`config.mk`:
```
export PLATFORM = sky130hd
export DESIGN_NAME = core_result_reporter
export DESIGN_NICKNAME = d
export VERILOG_FILES = /design/src/rtl/core_result_reporter.sv
export SDC_FILE = /design/constraint.sdc
export NUM_CORES = 1
export LEC_CHECK = 0
export CAP_MARGIN = 10
export CORE_ASPECT_RATIO = 0.8
export CORE_UTILIZATION = 30
export CTS_CLUSTER_DIAMETER = 50
export DETAILED_ROUTE_END_ITERATION = 16
export MAX_ROUTING_LAYER = met4
export PLACE_DENSITY = 0.48
export SYNTH_ARGS = -nofsm -noshare
export SYNTH_HDL_FRONTEND = slang
export SYNTH_SLANG_ARGS = --single-unit
```
`constraint.sdc`:
```
create_clock -name clock -period 14.43 [get_ports clock]
set_input_delay 2.1645 -clock clock [delete_from_list [all_inputs] [get_ports clock]]
set_output_delay 2.1645 -clock clock [all_outputs]
set_load 0.005 [all_outputs]
```
`src/rtl/core_result_reporter.sv`:
```
// Purpose: snoop NUM_CORES writeback ports, buffer masked register writes per core, drain round-robin.
// Latency: a write captured at edge k reaches the output register at edge k+1 at the earliest.
// Backpressure: output holds while valid && !ready; a full core FIFO drops its new entry and sets sticky overflow.
// Optional feature: define REPORTER_DROP_COUNT_EN to add per-core saturating 16-bit drop counters.
module core_result_reporter #(
  parameter int          NUM_CORES  = 4,
  parameter int          CORE_BITS  = 2,
  parameter int          DATA_WIDTH = 32,
  parameter int          FIFO_DEPTH = 4,
  parameter logic [31:0] REG_MASK   = 32'h03FC_0200
) (
  input  logic                            clock,
  input  logic                            reset,
  input  logic [NUM_CORES-1:0]            write,
  input  logic [NUM_CORES*5-1:0]          write_reg,
  input  logic [NUM_CORES*DATA_WIDTH-1:0] write_data,
  output logic                            to_peripheral_valid,
  input  logic                            to_peripheral_ready,
  output logic [CORE_BITS-1:0]            to_peripheral_core,
  output logic [4:0]                      to_peripheral_reg,
  output logic [DATA_WIDTH-1:0]           to_peripheral_data,
  output logic [NUM_CORES-1:0]            overflow
`ifdef REPORTER_DROP_COUNT_EN
  ,
  output logic [NUM_CORES*16-1:0]         drop_count
`endif
);

  localparam int AW = $clog2(FIFO_DEPTH);
  localparam int PW = AW + 1;
  localparam int EW = 5 + DATA_WIDTH;

  // Entry layout: {reg[4:0], data}
  logic [EW-1:0]        mem    [NUM_CORES][FIFO_DEPTH];
  logic [PW-1:0]        wr_ptr [NUM_CORES];
  logic [PW-1:0]        rd_ptr [NUM_CORES];

  logic [NUM_CORES-1:0] qual;
  logic [NUM_CORES-1:0] empty;
  logic [NUM_CORES-1:0] full;
  logic [NUM_CORES-1:0] push;
  logic [NUM_CORES-1:0] pop;
  logic [NUM_CORES-1:0] drop;

  logic [CORE_BITS-1:0] rr_ptr;
  logic [CORE_BITS-1:0] rr_next;
  logic [CORE_BITS-1:0] sel_id;
  logic [EW-1:0]        sel_entry;
  logic                 sel_found;
  logic                 load;

  // Per-core write qualification and FIFO status flags
  always_comb begin
    qual  = '0;
    empty = '0;
    full  = '0;
    for (int i = 0; i < NUM_CORES; i++) begin
      qual[i]  = write[i] && REG_MASK[write_reg[5*i +: 5]] && (write_reg[5*i +: 5] != 5'd0);
      empty[i] = (wr_ptr[i] == rd_ptr[i]);
      full[i]  = (wr_ptr[i][AW] != rd_ptr[i][AW]) &&
                 (wr_ptr[i][AW-1:0] == rd_ptr[i][AW-1:0]);
    end
  end

  // Round-robin pick: first pass scans cores >= rr_ptr, second pass wraps to cores below it
  always_comb begin
    sel_found = 1'b0;
    sel_id    = '0;
    sel_entry = '0;
    rr_next   = rr_ptr;
    pop       = '0;
    load      = !to_peripheral_valid || to_peripheral_ready;
    for (int pass = 0; pass < 2; pass++) begin
      for (int i = 0; i < NUM_CORES; i++) begin
        if (!sel_found && !empty[i] && ((pass == 0) == (i >= int'(rr_ptr)))) begin
          sel_found = 1'b1;
          sel_id    = CORE_BITS'(i);
          sel_entry = mem[i][rd_ptr[i][AW-1:0]];
          rr_next   = (i == NUM_CORES - 1) ? '0 : CORE_BITS'(i + 1);
        end
      end
    end
    for (int i = 0; i < NUM_CORES; i++) begin
      pop[i] = load && sel_found && (sel_id == CORE_BITS'(i));
    end
  end

  // Push/drop decision: a full FIFO still accepts if it is being popped this cycle
  always_comb begin
    push = '0;
    drop = '0;
    for (int i = 0; i < NUM_CORES; i++) begin
      push[i] = qual[i] && (!full[i] || pop[i]);
      drop[i] = qual[i] && full[i] && !pop[i];
    end
  end

  // FIFO storage; contents are don't-care while pointers say empty, so no reset
  always_ff @(posedge clock) begin
    for (int i = 0; i < NUM_CORES; i++) begin
      if (push[i]) begin
        mem[i][wr_ptr[i][AW-1:0]] <= {write_reg[5*i +: 5], write_data[DATA_WIDTH*i +: DATA_WIDTH]};
      end
    end
  end

  // FIFO pointers and sticky overflow flags
  always_ff @(posedge clock or posedge reset) begin
    if (reset) begin
      for (int i = 0; i < NUM_CORES; i++) begin
        wr_ptr[i] <= '0;
        rd_ptr[i] <= '0;
      end
      overflow <= '0;
    end else begin
      for (int i = 0; i < NUM_CORES; i++) begin
        if (push[i]) wr_ptr[i] <= wr_ptr[i] + 1'b1;
        if (pop[i])  rd_ptr[i] <= rd_ptr[i] + 1'b1;
        if (drop[i]) overflow[i] <= 1'b1;
      end
    end
  end

  // Output register and round-robin pointer; payload only changes on load
  always_ff @(posedge clock or posedge reset) begin
    if (reset) begin
      to_peripheral_valid <= 1'b0;
      to_peripheral_core  <= '0;
      to_peripheral_reg   <= '0;
      to_peripheral_data  <= '0;
      rr_ptr              <= '0;
    end else if (load) begin
      to_peripheral_valid <= sel_found;
      if (sel_found) begin
        to_peripheral_core <= sel_id;
        to_peripheral_reg  <= sel_entry[EW-1 -: 5];
        to_peripheral_data <= sel_entry[DATA_WIDTH-1:0];
        rr_ptr             <= rr_next;
      end
    end
  end

`ifdef REPORTER_DROP_COUNT_EN
  // Per-core dropped-entry counters, saturating at all ones
  always_ff @(posedge clock or posedge reset) begin
    if (reset) begin
      drop_count <= '0;
    end else begin
      for (int i = 0; i < NUM_CORES; i++) begin
        if (drop[i] && (drop_count[16*i +: 16] != 16'hFFFF)) begin
          drop_count[16*i +: 16] <= drop_count[16*i +: 16] + 16'd1;
        end
      end
    end
  end
`endif

endmodule

```
==> results of run 1 <==
## power breakdown
group | total (W) | switching, W | internal, W
Clock | 0.00200 | 0.000827 | 0.00117
Combinational | 0.00260 | 0.00158 | 0.00102
Sequential | 0.00253 | 0.000190 | 0.00234
## worst max-delay path, stage by stage
cell and delay, ps:
sky130_fd_sc_hd__clkdlybuf4s50_1 590, sky130_fd_sc_hd__nand2b_1 380, sky130_fd_sc_hd__o41ai_4 170, sky130_fd_sc_hd__nor3_4 400
sky130_fd_sc_hd__a21boi_2 190, sky130_fd_sc_hd__nor3b_2 780, sky130_fd_sc_hd__buf_4 540
## metrics by stage
step                      utilization  hold WS [ps]  cells
after floorplan                     -           451   1585
after global placement          0.340           485   2918
after detailed placement        0.340           485   2918
after CTS                       0.369           495   3058
after global routing            0.369           505   3060
final                           0.369           492   3061
## cells in the mapped netlist, drive strengths merged, types with 2 or more instances
master    n  area (sq um)
nor4      2          27.5
inv      15          56.3
a22oi     3          22.5
xnor2    22           208
dfrtp    70          1750
ha       20           250
xor2     13           114
nor3b     6          45.0
nor4bb   22           220
nand2b    2          12.5
clkbuf   75           282
or4      14           105
o22ai    44           275
a311oi    2          17.5
edfxtp  592         17800
and2     20           125
nor2     36           135
nand3    71           360
a31oi     5          31.3
a21o     15           113
a31o      3          26.3
mux4    148          3330
nand4     6          37.5
a41oi    23           201
o41ai     3          71.3
nor3     34           196
a21boi    2          18.8
o21ai    44           220
mux2      6          67.6
o311ai    4          35.0
a21oi    60           300
o211ai   19           143
buf      34           173
o31ai    16           170
o31a      3          26.3
nand2    85           319
or3       5          31.3
a221oi   14           123
and3     14          87.6
nor2b     3          18.8
## path summary, 6_finish.rpt
kind	from	end	slack [ps]	depth (start not counted)
max reg2reg	rd_ptr[9]$_DFFE_PP0P_	mem[2][61]$_DFFE_PP_	9730	7
min	rd_ptr[2]$_DFFE_PP0P_	rd_ptr[2]$_DFFE_PP0P_	490	1
max	to_peripheral_ready	mem[3][81]$_DFFE_PP_	9460	7
max in group asynchronous	reset	rd_ptr[6]$_DFFE_PP0P_	11420	3
min in group asynchronous	reset	to_peripheral_data[28]$_DFFE_PP0P_	1860	2
min reg2reg	rd_ptr[2]$_DFFE_PP0P_	rd_ptr[2]$_DFFE_PP0P_	490	1
## cells by family after synthesis
kind of cell | Yosys count | synth area share
AOI/OAI and AO/OA | 269 | 0.0686
muxes | 154 | 0.123
and+or+nand+nor | 321 | 0.0626
adders and majority gates | 20 | 0.00905
xor gates and xnor gates | 35 | 0.0116
DFF | 662 | 0.707
buffers and inverters | 124 | 0.0185
## cell type report
class,instances,share of cell area
antenna,3,0.000223
clock buffer,88,0.0597
clock inverter,52,0.0190
inverter,15,0.00171
multi-input combinational,799,0.228
sequential,662,0.581
tap,1212,0.0451
timing repair buffer,230,0.0660
## layer usage
| metal | up-vias | wire, um | global-route usage |
|---|---|---|---|
| li1 | 6912 | - | - |
| met1 | 8209 | 34400 | 0.230 |
| met2 | 559 | 36200 | 0.258 |
| met3 | 92 | 5710 | 0.0426 |
| met4 | 0 | 1710 | 0.0422 |
| met5 | - | 0 | - |
==> impl_metrics.ini, run 1 <==
[clock_tree]
worstSkewPairLatency_ps = 660
postCtsSetupRepairBufs = 0
cts_tree = yes
clock_tree.root_cell = sky130_fd_sc_hd__clkbuf_16
clock_sinks = 662
clock_path_buffers = 3
clkSlewWorstSetupHoldPaths_ps = 60
ctsHoldBuffers = 0
cts-htree-levels = 3
clock_buffers_created_by_tritoncts = 78
gates_resized_cts_repair = 0

[drt]
route.detailed.vias_per_inst = 5.15
post-route-drc-count = 0
route.detailed.wl_per_inst_um = 25.5
route.antenna.remaining_nets = 0
first_pass_iters = 6
drt_iter0_drc = 1326
detail_route.wirelength_um = 78000
vias = 15800

[power]
power.static_leakage_nw = 10.9
ir_worst_vdd_mv = 0.141
total_power_w = 0.00713
power_density_normalized_to_cell_area_nw_per_um2 = 212

[global_routing]
grt_max_degree = 53
grt_antenna_before_repair = 4
grt_use_total = 0.171
grt_pass1_vias = 15700
first_pass_grt_wire_length_um = 111000
grt_remaining_overflow = 0

[sta]
finalSetupViolations = 0
fmax_mhz = 201
hold_violations = 0
post-route-min-period_ps = 4970
skew_ps = 47.3
timing.setup.tns_ps = 0
worst_pin_slew_ps = 1140
grt_setup_unrepaired = false
maxSlewViolCount = 0
slew-limit-headroom = 0.236
period_share = 0.344
postLayoutSetupSlackWorst_ps = 9460

[run]
max_cap_viol_count = 0

[worst_setup_path]
worst_ep_arrival_time_ps = 5260
worst_ep_required_time_ps = 14720
crit_type = input port to register
cp-start-kind = input port
end_kind = register
maximum_fanout_encountered_on_the_critical_timing_path = 28

[floorplan]
core_area_sq_um = 91200
die_w_um = 341
floorplan.rows = 99
num_io_pins = 199
die-height_um = 273
die_area_sq_um = 93400
floorplan.initialDensity = 0.303

[synth]
synthesis.area_sq_um = 27600
yosysSeqAreaShare = 0.707
async_reset_ff_frac = 0.106
postSynth.topFlopCell = sky130_fd_sc_hd__edfxtp_1
postSynthCellCount = 1585
mappedNetlistNets = 1760
ys_ff_latch = 662
syn-mean-instance-area_sq_um = 17.4
synth-edff-count = 592
synth_warn = 0
synthDistinctLibCells = 62

[layout]
layout.cells.most_common_list = 592 x sky130_fd_sc_hd__edfxtp_1, 198 x sky130_fd_sc_hd__clkdlybuf4s50_1, 148 x sky130_fd_sc_hd__mux4_2, 85 x sky130_fd_sc_hd__nand2_1, 78 x sky130_fd_sc_hd__clkbuf_16
proportion_of_layout_cells_with_a_drive_suffix_above_1 = 0.195
layout.cells.most_common = sky130_fd_sc_hd__edfxtp_1
final_net_count = 1961
layout.cell_area.non_filler_sq_um = 33600
register_area_sq_um = 19500
multiInputGateArea_sq_um = 7660
layout.filler_cells = 8530
largest_register_ff_count = 592
layout-area-overhead-vs-synth_pct = 21.7

[placed_design]
place_hpwl_um = 52200
postPlaceCellArea_sq_um = 31000
port_buffers = 198
detailedPlace.worstSlack_ps = 8860
final_replace_weighted_congestion = 0.835

[min_path]
worst_hold_path_type = register to register

[outcome]
outcome = finished clean
(Power assumes the default switching activity.)
==> run 2: changes to the inputs <==
Settings changed: PLACE_DENSITY 0.48 to 0.5.
Clock period 14.43 ns to 4.06 ns, I/O delays scaled along.
==> run 2 against run 1 <==
Effect of this change: clock power rose to 3.4 times the previous value; wire length grew 1.3%; die area is the same; combinational power rose to 3.7 times the previous value; clock skew shrank 4.0 ps; critical path depth grew 2; critical endpoint is now mem[2][60]$_DFFE_PP_; largest cell class unchanged; largest power group unchanged.
==> impl_metrics.ini, run 2 (synthesis gave the netlist of run 1 again) <==
[drt]
route.antenna.remaining_nets = 0
route.detailed.vias_per_inst = 5.15
post-route-drc-count = 0
detail_route.wirelength_um = 79000
first_pass_iters = 5
drt_iter0_drc = 1333
route.detailed.wl_per_inst_um = 25.6
vias = 15900

[layout]
proportion_of_layout_cells_with_a_drive_suffix_above_1 = 0.199
final_net_count = 1984
final_cells = 3084
layout.cells.most_common_list = 592 x sky130_fd_sc_hd__edfxtp_1, 198 x sky130_fd_sc_hd__clkdlybuf4s50_1, 148 x sky130_fd_sc_hd__mux4_2, 85 x sky130_fd_sc_hd__nand2_1, 75 x sky130_fd_sc_hd__clkbuf_16
largest_register_ff_count = 592
layout.cells.most_common = sky130_fd_sc_hd__edfxtp_1
layout-area-overhead-vs-synth_pct = 22.6
layout.cell_area.non_filler_sq_um = 33900
final_util = 0.372

[worst_setup_path]
maximum_fanout_encountered_on_the_critical_timing_path = 37
r2r_slack_ps = 610
worst-r2r-cell-count = 9
worstReg2RegStart = wr_ptr[10]$_DFFE_PP0P_
cp-start-kind = register
worst_ep_arrival_time_ps = 3720
regToRegEndpoint = mem[2][60]$_DFFE_PP_
end_kind = register
crit_type = register to register
worst_ep_required_time_ps = 4330

[power]
power.static_leakage_nw = 11.0
power_density_normalized_to_cell_area_nw_per_um2 = 750
ir_worst_vdd_mv = 0.479

[global_routing]
grt_max_degree = 45
grt_remaining_overflow = 0
first_pass_grt_wire_length_um = 113000
grt_pass1_vias = 16000
grt_use_total = 0.174
grt_antenna_before_repair = 4

[placed_design]
detailedPlace.worstSlack_ps = 715
dpl.cell_count = 2944
postPlaceCellArea_sq_um = 31300
place_hpwl_um = 53400
port_buffers = 198
final_replace_weighted_congestion = 0.899

[floorplan]
floorplan.initialDensity = 0.303
die_w_um = 341
die-height_um = 273
num_io_pins = 199
die_area_sq_um = 93400
floorplan.rows = 99
core_area_sq_um = 91200

[sta]
post-route-min-period_ps = 3450
slew-limit-headroom = 0.202
finalSetupViolations = 0
grt_setup_unrepaired = false
hold_violations = 0
skew_ps = 43.4
period_share = 0.849
maxSlewViolCount = 0
postLayoutSetupSlackWorst_ps = 613
fmax_mhz = 290
worst_pin_slew_ps = 1190
timing.setup.tns_ps = 0

[clock_tree]
cts_tree = yes
ctsHoldBuffers = 0
worstSkewPairLatency_ps = 650
clkSlewWorstSetupHoldPaths_ps = 60
clock_path_buffers = 3
clock_tree.root_cell = sky130_fd_sc_hd__clkbuf_16
cts-htree-levels = 3
clock_buffers_created_by_tritoncts = 75
postCtsSetupRepairBufs = 0
gates_resized_cts_repair = 0
clock_sinks = 662

[min_path]
worst_hold_path_type = input port to async pin

[outcome]
outcome = finished clean

[run]
max_cap_viol_count = 0
run 2: cell types whose count changed in the layout (fill, tap and decap cells not counted), moves of 3 or more:
| cell | change |
|---|---|
| sky130_fd_sc_hd__buf_12 | +12 |
| sky130_fd_sc_hd__buf_4 | +14 |
| sky130_fd_sc_hd__clkbuf_1 | +7 |
| sky130_fd_sc_hd__clkbuf_16 | -3 |
| sky130_fd_sc_hd__clkinv_1 | +4 |
| sky130_fd_sc_hd__clkinv_2 | -4 |
| sky130_fd_sc_hd__clkinvlp_4 | -3 |
run 2: how the worst max path moves through the flow:
stage,slack (ps),start,end,depth (start not counted)
floorplan,-1080,rd_ptr[9]$_DFFE_PP0P_,mem[3][0]$_DFFE_PP_,7
global placement,690,write_reg[11],mem[2][14]$_DFFE_PP_,8
detailed placement,710,write_reg[11],mem[2][34]$_DFFE_PP_,8
CTS,710,wr_ptr[10]$_DFFE_PP0P_,mem[2][44]$_DFFE_PP_,9
global route,480,wr_ptr[10]$_DFFE_PP0P_,mem[2][60]$_DFFE_PP_,9
finish,610,wr_ptr[10]$_DFFE_PP0P_,mem[2][60]$_DFFE_PP_,9
run 2: metal layers:
metal	wire length, um	part of all wire	global-route usage
met1	34000	0.43	0.230
met2	36300	0.46	0.257
met3	6280	0.080	0.0483
met4	2380	0.030	0.0586
met5	0	0	-
run 2: worst max-delay path: stages (launching register included):
cell	delay (ps)
sky130_fd_sc_hd__dfrtp_1	450
sky130_fd_sc_hd__xor2_1	170
sky130_fd_sc_hd__buf_4	170
sky130_fd_sc_hd__o31ai_1	590
sky130_fd_sc_hd__o221ai_1	250
sky130_fd_sc_hd__buf_4	230
sky130_fd_sc_hd__a31oi_1	290
sky130_fd_sc_hd__and2_1	220
sky130_fd_sc_hd__and3_2	180
sky130_fd_sc_hd__buf_4	490
run 2: area by class of cell:
| cell class | instances | area (sq um) |
|---|---|---|
| well taps | 1212 | 1520 |
| flip-flops and latches | 662 | 19500 |
| multi-input cells | 799 | 7660 |
| inverters | 15 | 57.6 |
| diodes | 2 | 5.00 |
| fillers | 8516 | 57300 |
| repair buffers | 256 | 2570 |
| clock inverters | 47 | 598 |
| clock buffers | 91 | 1950 |
run 2: per-stage QoR:
stage	power (W)	hold WS [ps]
3_5_place_dp	0.0187	483
4_1_cts	0.0257	446
3_3_place_gp	0.0186	481
6_report	0.0254	454
2_1_floorplan	0.0148	451
5_1_grt	0.0266	502
run 2: power by group:
| group | internal, W | switching [W] | leakage (nW) | total, W |
|---|---|---|---|---|
| logic | 0.00379 | 0.00585 | 3.59 | 0.00964 |
| clock network | 0.00401 | 0.00283 | 1.21 | 0.00685 |
| registers | 0.00832 | 0.000614 | 6.16 | 0.00893 |
